### config.mk
export PLATFORM = sky130hd
export DESIGN_NAME = signal_frequency_meter
export DESIGN_NICKNAME = d
export VERILOG_FILES = /design/src/rtl/freq_meter_pkg.sv /design/src/rtl/hysteresis_edge_detector.sv /design/src/rtl/signal_frequency_meter.sv
export SDC_FILE = /design/constraint.sdc
export NUM_CORES = 1
export LEC_CHECK = 0
export ABC_CLOCK_PERIOD_IN_PS = 3900
export BUFFER_PORTS_ARGS = -buffer_cell sky130_fd_sc_hd__buf_4
export CELL_PAD_IN_SITES_DETAIL_PLACEMENT = 1
export CELL_PAD_IN_SITES_GLOBAL_PLACEMENT = 2
export CORE_AREA = 2 2 82 84
export CTS_BUF_LIST = sky130_fd_sc_hd__clkbuf_16
export DETAILED_ROUTE_END_ITERATION = 6
export DIE_AREA = 0 0 84 86
export HOLD_SLACK_MARGIN = 0.15
export PLACE_DENSITY_LB_ADDON = 0.1
export SETUP_SLACK_MARGIN = 0.3
export SKIP_CTS_REPAIR_TIMING = 1
export SLEW_MARGIN = 20
export SYNTH_ARGS = -nofsm -noshare
export SYNTH_HDL_FRONTEND = slang
export SYNTH_SLANG_ARGS = --single-unit
### constraint.sdc
create_clock -name CLK_32KHz -period 3.9 [get_ports CLK_32KHz]
set_input_delay 0 -clock CLK_32KHz [delete_from_list [all_inputs] [get_ports CLK_32KHz]]
set_output_delay 0 -clock CLK_32KHz [all_outputs]
set_load 0.1 [all_outputs]
### src/rtl/freq_meter_pkg.sv
// ============================================================================
// freq_meter_pkg : shared types and limits for the signal frequency meter
// Rev 1.0
// ============================================================================
`default_nettype none

package freq_meter_pkg;

    localparam int COUNT_W = 14;

    localparam logic [COUNT_W-1:0] OVER_LIMIT  = 14'd8000;
    localparam logic [COUNT_W-1:0] UNDER_LIMIT = 14'd100;
    localparam logic [COUNT_W-1:0] COUNT_MAX   = {COUNT_W{1'b1}};

    typedef enum logic [1:0] {
        INIT = 2'd0,
        LOW  = 2'd1,
        HIGH = 2'd2
    } cmp_state_e;

endpackage

`default_nettype wire

### src/rtl/hysteresis_edge_detector.sv
// ============================================================================
// hysteresis_edge_detector : three-state comparator, strobes on LOW->HIGH
// Rev 1.0
// ============================================================================
`default_nettype none

module hysteresis_edge_detector
    import freq_meter_pkg::*;
#(
    parameter logic [7:0] HYST_HIGH = 8'd160,
    parameter logic [7:0] HYST_LOW  = 8'd96
) (
    input  logic       clk_i,
    input  logic       rst_i,
    input  logic       enable_i,
    input  logic [7:0] sample_i,
    output logic       rising_crossing_o
);

    cmp_state_e state_q;
    cmp_state_e state_d;

    always_ff @(posedge clk_i) begin
        if (rst_i) begin
            state_q <= INIT;
        end else begin
            state_q <= state_d;
        end
    end

    // Strobe is combinational so the top can count a crossing in the same
    // cycle that closes a window.
    always_comb begin
        state_d           = state_q;
        rising_crossing_o = 1'b0;
        if (!enable_i) begin
            state_d = INIT;
        end else begin
            case (state_q)
                INIT: begin
                    if (sample_i >= HYST_HIGH) begin
                        state_d = HIGH;
                    end else if (sample_i <= HYST_LOW) begin
                        state_d = LOW;
                    end
                end
                LOW: begin
                    if (sample_i >= HYST_HIGH) begin
                        state_d           = HIGH;
                        rising_crossing_o = 1'b1;
                    end
                end
                HIGH: begin
                    if (sample_i <= HYST_LOW) begin
                        state_d = LOW;
                    end
                end
                default: state_d = INIT;
            endcase
        end
    end

endmodule

`default_nettype wire

### src/rtl/signal_frequency_meter.sv
// ============================================================================
// signal_frequency_meter : counts rising crossings over a fixed gate window
// Rev 1.0
// ============================================================================
`default_nettype none

module signal_frequency_meter
    import freq_meter_pkg::*;
#(
    parameter int         GATE_CYCLES = 32000,
    parameter logic [7:0] HYST_HIGH   = 8'd160,
    parameter logic [7:0] HYST_LOW    = 8'd96
) (
    input  logic               CLK_32KHz,
    input  logic               reset,
    input  logic               enable,
    input  logic [7:0]         inputSample,
    output logic [COUNT_W-1:0] outputFrequency,
    output logic               frequencyValid,
    output logic               overRange,
    output logic               underRange
);

    localparam int GATE_W = (GATE_CYCLES > 1) ? $clog2(GATE_CYCLES) : 1;
    localparam logic [GATE_W-1:0] GATE_LAST = GATE_W'(GATE_CYCLES - 1);

    logic               rising_crossing;
    logic [GATE_W-1:0]  gate_q,  gate_d;
    logic [COUNT_W-1:0] edge_q,  edge_d;
    logic [COUNT_W-1:0] freq_q,  freq_d;
    logic               valid_q, valid_d;
    logic               over_q,  over_d;
    logic               under_q, under_d;
    logic [COUNT_W-1:0] edge_inc;

    hysteresis_edge_detector #(
        .HYST_HIGH (HYST_HIGH),
        .HYST_LOW  (HYST_LOW)
    ) u_detector (
        .clk_i             (CLK_32KHz),
        .rst_i             (reset),
        .enable_i          (enable),
        .sample_i          (inputSample),
        .rising_crossing_o (rising_crossing)
    );

    // Saturating count including this cycle's crossing.
    assign edge_inc = edge_q + COUNT_W'(rising_crossing && (edge_q != COUNT_MAX));

    always_comb begin
        gate_d  = gate_q;
        edge_d  = edge_q;
        freq_d  = freq_q;
        valid_d = 1'b0;
        over_d  = over_q;
        under_d = under_q;
        if (!enable) begin
            gate_d = '0;
            edge_d = '0;
        end else if (gate_q == GATE_LAST) begin
            gate_d  = '0;
            edge_d  = '0;
            freq_d  = edge_inc;
            valid_d = 1'b1;
            over_d  = (edge_inc > OVER_LIMIT);
            under_d = (edge_inc < UNDER_LIMIT);
        end else begin
            gate_d = gate_q + GATE_W'(1);
            edge_d = edge_inc;
        end
    end

    always_ff @(posedge CLK_32KHz) begin
        if (reset) begin
            gate_q  <= '0;
            edge_q  <= '0;
            freq_q  <= '0;
            valid_q <= 1'b0;
            over_q  <= 1'b0;
            under_q <= 1'b0;
        end else begin
            gate_q  <= gate_d;
            edge_q  <= edge_d;
            freq_q  <= freq_d;
            valid_q <= valid_d;
            over_q  <= over_d;
            under_q <= under_d;
        end
    end

    assign outputFrequency = freq_q;
    assign frequencyValid  = valid_q;
    assign overRange       = over_q;
    assign underRange      = under_q;

endmodule

`default_nettype wire

[After elaboration in Yosys (flattened, before gate mapping)]
Cells that the tools add are included.
Storage, ports and cells
  register bits after elaboration: 48
  word-level logic and storage cells: 32
Operators by class
  add/sub/neg operators: 2
  magnitude comparators: 4
  equal/unequal tests: 5
  multiplexer cells: 8
  bitwise operators: 1
  reduce and logical (&&, ||, !) cells: 5
Operators with widths (count)
  15-bit by 1-bit adder with 15-bit output, second input constant: 1
  15-bit equality test, second input constant: 1
  14-bit by 1-bit adder with 14-bit output: 1
  14-bit by 13-bit > comparator with 1-bit output, second input constant: 1
  14-bit by 7-bit less-than comparator with 1-bit output, second input constant: 1
  14-bit != test, second input constant: 1
  8-bit >= comparator, second input constant: 1
  8-bit by 7-bit less-or-equal comparator with 1-bit output, second input constant: 1
  2-bit two-way mux: 3
  2-bit one-hot mux with 3 select lines: 1
  1-bit two-way mux: 4
  3-bit OR reduction: 1
  2-bit by 1-bit equality test with 1-bit output, second input constant: 1
  2-bit equality test, second input constant: 1
  2-bit zero test: 1
  2-bit by 1-bit != test with 1-bit output, second input constant: 1
  2-bit AND reduction: 1
  2-bit OR reduction: 1
  1-bit logical AND: 1
  1-bit inverter: 1

[Depth between registers and ports, before layout]
  depth in word-level cells: 7
  mapped depth: 13
  depth with buffers taken out: 12

[Modules after synthesis]
From an unflattened synthesis, not the netlist that was laid out.
Second synthesis, totals
  cell total of the unflattened synthesis: 242
  area total of the unflattened synthesis: 2179.6 um2
By module, submodules not included
  signal_frequency_meter: times used 1, cells an instance 225, area each 2043.2 um2
  hysteresis_edge_detector: times used 1, cells an instance 17, area each 136.4 um2

[Least setup slack after synthesis]
OpenSTA, ideal clock, no wires.
  path type: flip-flop to flip-flop
  from: register edge_q[11]
  to: register over_q, in the netlist overRange
  arrival: 2.505 ns
  required time: 3.814 ns
  path slack: 1.309 ns
  cell stages (with the launch flop): 14
  clock period less this slack: 2.591 ns
  path through: dfxtp_1 buf_2 nand4_1 nor4_1 a21oi_1 ha_1 ha_1 and3_1 buf_4 and3_4 xnor2_1 nor2_1 o221ai_1 a221oi_2
On the way
  cells in the longest elaborated chain, start to end: 4
Ends and longest elaborated chain
  start, declared: RTL line signal_frequency_meter.sv:29  | logic [COUNT_W-1:0] edge_q, edge_d;
  start signal, assigned: RTL line signal_frequency_meter.sv:83  | edge_q <= edge_d;
  14-bit != test: RTL line signal_frequency_meter.sv:48  | assign edge_inc = edge_q + COUNT_W'(rising_crossing && (edge_q != COUNT_MAX));
  1-bit logical AND: RTL line signal_frequency_meter.sv:48
  14-bit by 1-bit adder with 14-bit output (*): RTL line signal_frequency_meter.sv:48
  14-bit by 13-bit > comparator with 1-bit output (*): RTL line signal_frequency_meter.sv:65  | over_d = (edge_inc > OVER_LIMIT);
  end signal, assigned: RTL line signal_frequency_meter.sv:86  | over_q <= over_d;
  end, declared: RTL line signal_frequency_meter.sv:32  | logic over_q, over_d;
Mark *: on every way between the ends. The rest lies on a longest branch, timed or not.
A chain may end at the register's enable or synchronous reset.

[Worst setup path after layout]
  from: register edge_q[9]
  to: register over_q, in the netlist overRange
Same word-level chain as after synthesis.

==> impl_metrics.ini <==
[status]
status = complete, no violations

[synthesis]
synth_nets = 278
avgSynthCellArea_sq_um = 8.61
yosysWarnings = 0
synth_edf_count = 0
synth_async_sr_flop_share_pct = 0
ys_ff_latch = 48
seq_area_frac_synth_pct = 42.3
syn-cell-area_sq_um = 2270
ys.flop_type = dfxtp_1
synth_cell_type_count = 50
synth_cells = 264

[placed_design]
dp_hpwl_um = 3710
gp_congestion = 0.829
numPortBuffers = 27
placed_area_sq_um = 2470

[sta]
slew_headroom_pct = 38.6
fin_skew_ps = 4.54
finalHoldViolCount = 0
period_minus_slack_ps = 2990
max_clock_freq_ghz = 0.334
min_period_over_period_pct = 76.7
fin_setup_tns_ps = 0
worst-slew-pin-transition_ps = 922
setup_violations = 0
slew_violations = 0
rsz0062_at_grt = no

[detailed_routing]
vias = 1842
viasPerCell = 5.09
drt_iter0_markers = 19
drc = 0
wl_per_cell_um = 14.5
ant_nets = 0
wl_um = 5250
drt-pass1-iter-count = 4

[die]
die_h_um = 86
initial_core_util_pct = 36.2
pin_count = 28
fp.coreArea_sq_um = 6280
die-width_um = 84
dieArea_sq_um = 7220
rows = 29

[power]
p_per_area_nw_per_um2 = 376
leakage_uw = 0.00101
vdd_ir_drop_max_uv = 199

[global_routing]
grt_pass1_vias = 1881
grt_max_degree = 28
grt-ovfl-total = 0
grt_usage_pct = 15.5
antenna_found_initial = 0
grt_first_pass_wirelength_um = 9050

[setup_path]
path_delay_family = simple AND/OR/NAND/NOR gates
critPathBufInv = 0
crit_arrival_ps = 3200
crit_type = register to register
endpoint_kind = register
timing.critical_path.mode_cell = ha_1
critPathMaxStageDelay_ps = 530
cp.required_ps = 4110
crit_chain = nand4_1 -> nor4_1 -> a21oi_1 -> ha_1 -> ha_1 -> and3_1 -> nand3_1 -> xnor2_1 -> a41oi_1 -> o221ai_1 -> a221oi_2
cp_max_fo = 11
cpMaxStageDelayCell = dfxtp_1
startpoint_type = register

[clock_network]
htree_levels = 2
clock-sinks = 48
clk_latency_ps = 290
tritoncts = done
cts_inserted_buffers = 5
clk_path_buf_depth = 2
root_buffer = clkbuf_16
cts.clk_slew.worst_paths_ps = 60

[hold_path]
hold_class = input port to register

[layout]
area_growth_pct = 17.1
final_area_sq_um = 2660
diodes = 0
finalNetCount = 298
final_layout_size_suffix_gt1_share_pct = 15.1

[job]
drv_cap = 0
==> cell families after synthesis <==
family          synth area share, %
compound gates                 11.7
xor+xnor                       9.63
fa+ha+maj                      1.65
buf+inv                        5.89
flops                          42.3
mux                            1.76
simple gates                   27.1
==> path summary, 6_finish.rpt <==
kind / start / endpoint / slack [ps] / cells after the start
setup / recovery: edge_q[9] / overRange / 910 / 11
hold reg to reg: outputFrequency[13] / outputFrequency[13] / 470 / 2
hold / removal: enable / gate_q[14] / 140 / 3
setup reg to reg: edge_q[9] / overRange / 910 / 11
==> cell usage in the layout, fill, tap and decap left out, types with 2 or more instances in the layout <==
master         netlist  layout
o21ai_0              6       6
a31oi_1              2       2
clkbuf_16            0       5
a21oi_1             12      12
buf_4                4      27
nor2_1              56      56
mux2i_1              4       4
nor2b_1              4       4
nand3b_1             2       2
or3_1                3       3
nand3_1             14      14
dfxtp_1             48      48
and4_1               3       3
nor3_1               5       5
nand4_1              6       6
and3_1               4       4
dlygate4sd3_1        0       3
xor2_1              13      13
ha_1                 3       3
a211oi_1             2       2
o21ai_1              2       2
a21o_1               2       2
xnor2_1             12      12
nand2_1             12      12
inv_1                8       9
==> flip-flops by register name, indices dropped and copies added, names as in the netlist <==
| name | flops |
|---|---|
| gate_q | 15 |
| edge_q | 14 |
| outputFrequency | 14 |
| u_detector.state_q | 2 |
| frequencyValid | 1 |
| overRange | 1 |
| underRange | 1 |
==> power by group <==
group	switching [uW]	total (uW)	internal [uW]
combinational	14.8	26.8	12.0
clock	183	482	299
sequential	1.50	493	492
total	199	1000	803
==> per-stage QoR <==
step / setup slack (ps) / power, uW / cells / hold WS, ps / util, %
after global placement: 1010 / 529 / 351 / 345 / 39.3
after global routing: 617 / 1040 / 362 / 186 / 42.4
after floorplan: 1310 / 517 / 264 / 232 / -
after detailed placement: 925 / 530 / 351 / 356 / 39.3
after CTS: 880 / 1020 / 359 / 49.1 / 41.9
final: 907 / 1000 / 362 / 143 / 42.4
==> tightest hold or removal path: stages <==
cell	delay (ps)
buf_4	110
nand2b_1	150
nor2_1	130
==> layout make-up <==
type / instances / area (sq um)
Sequential cell: 48 / 961
Fill cell: 748 / 3610
Clock inverter: 3 / 38.8
Multi-Input combinational cell: 191 / 1180
Clock buffer: 5 / 125
Tap cell: 77 / 96.3
Inverter: 8 / 30.0
Timing Repair Buffer: 30 / 233
==> cells in the mapped netlist (2+ instances only) <==
library cell | number | share of area [%]
a31oi_1 | 2 | 0.55
buf_4 | 4 | 1.3
o21ai_0 | 6 | 1.3
nor2b_1 | 4 | 1.1
clkbuf_1 | 3 | 0.50
nand2_1 | 12 | 2.0
buf_6 | 2 | 0.99
a21o_1 | 2 | 0.66
or3_1 | 3 | 0.83
dfxtp_1 | 48 | 42
nor2_1 | 56 | 9.2
ha_1 | 3 | 1.7
a211oi_1 | 2 | 0.66
inv_1 | 8 | 1.3
nand4_1 | 6 | 1.7
and4_1 | 3 | 1.2
nor3_1 | 5 | 1.1
a21oi_1 | 12 | 2.6
nand3_1 | 14 | 3.1
o21ai_1 | 2 | 0.44
mux2i_1 | 4 | 1.8
xnor2_1 | 12 | 4.6
nand3b_1 | 2 | 0.66
and3_1 | 4 | 1.1
xor2_1 | 13 | 5.0
buf_2 | 8 | 1.8
==> per-layer routing <==
| layer | global-route usage [%] | routed length, um | vias up |
|---|---|---|---|
| met2 | 25.9 | 2520 | 11 |
| met4 | 4.40 | 63 | 0 |
| met5 | 0 | 0 | - |
| met3 | 3.27 | 94 | 5 |
| li1 | - | - | 943 |
| met1 | 20.2 | 2570 | 883 |
No activity file was read; power rests on OpenSTA's default activity.
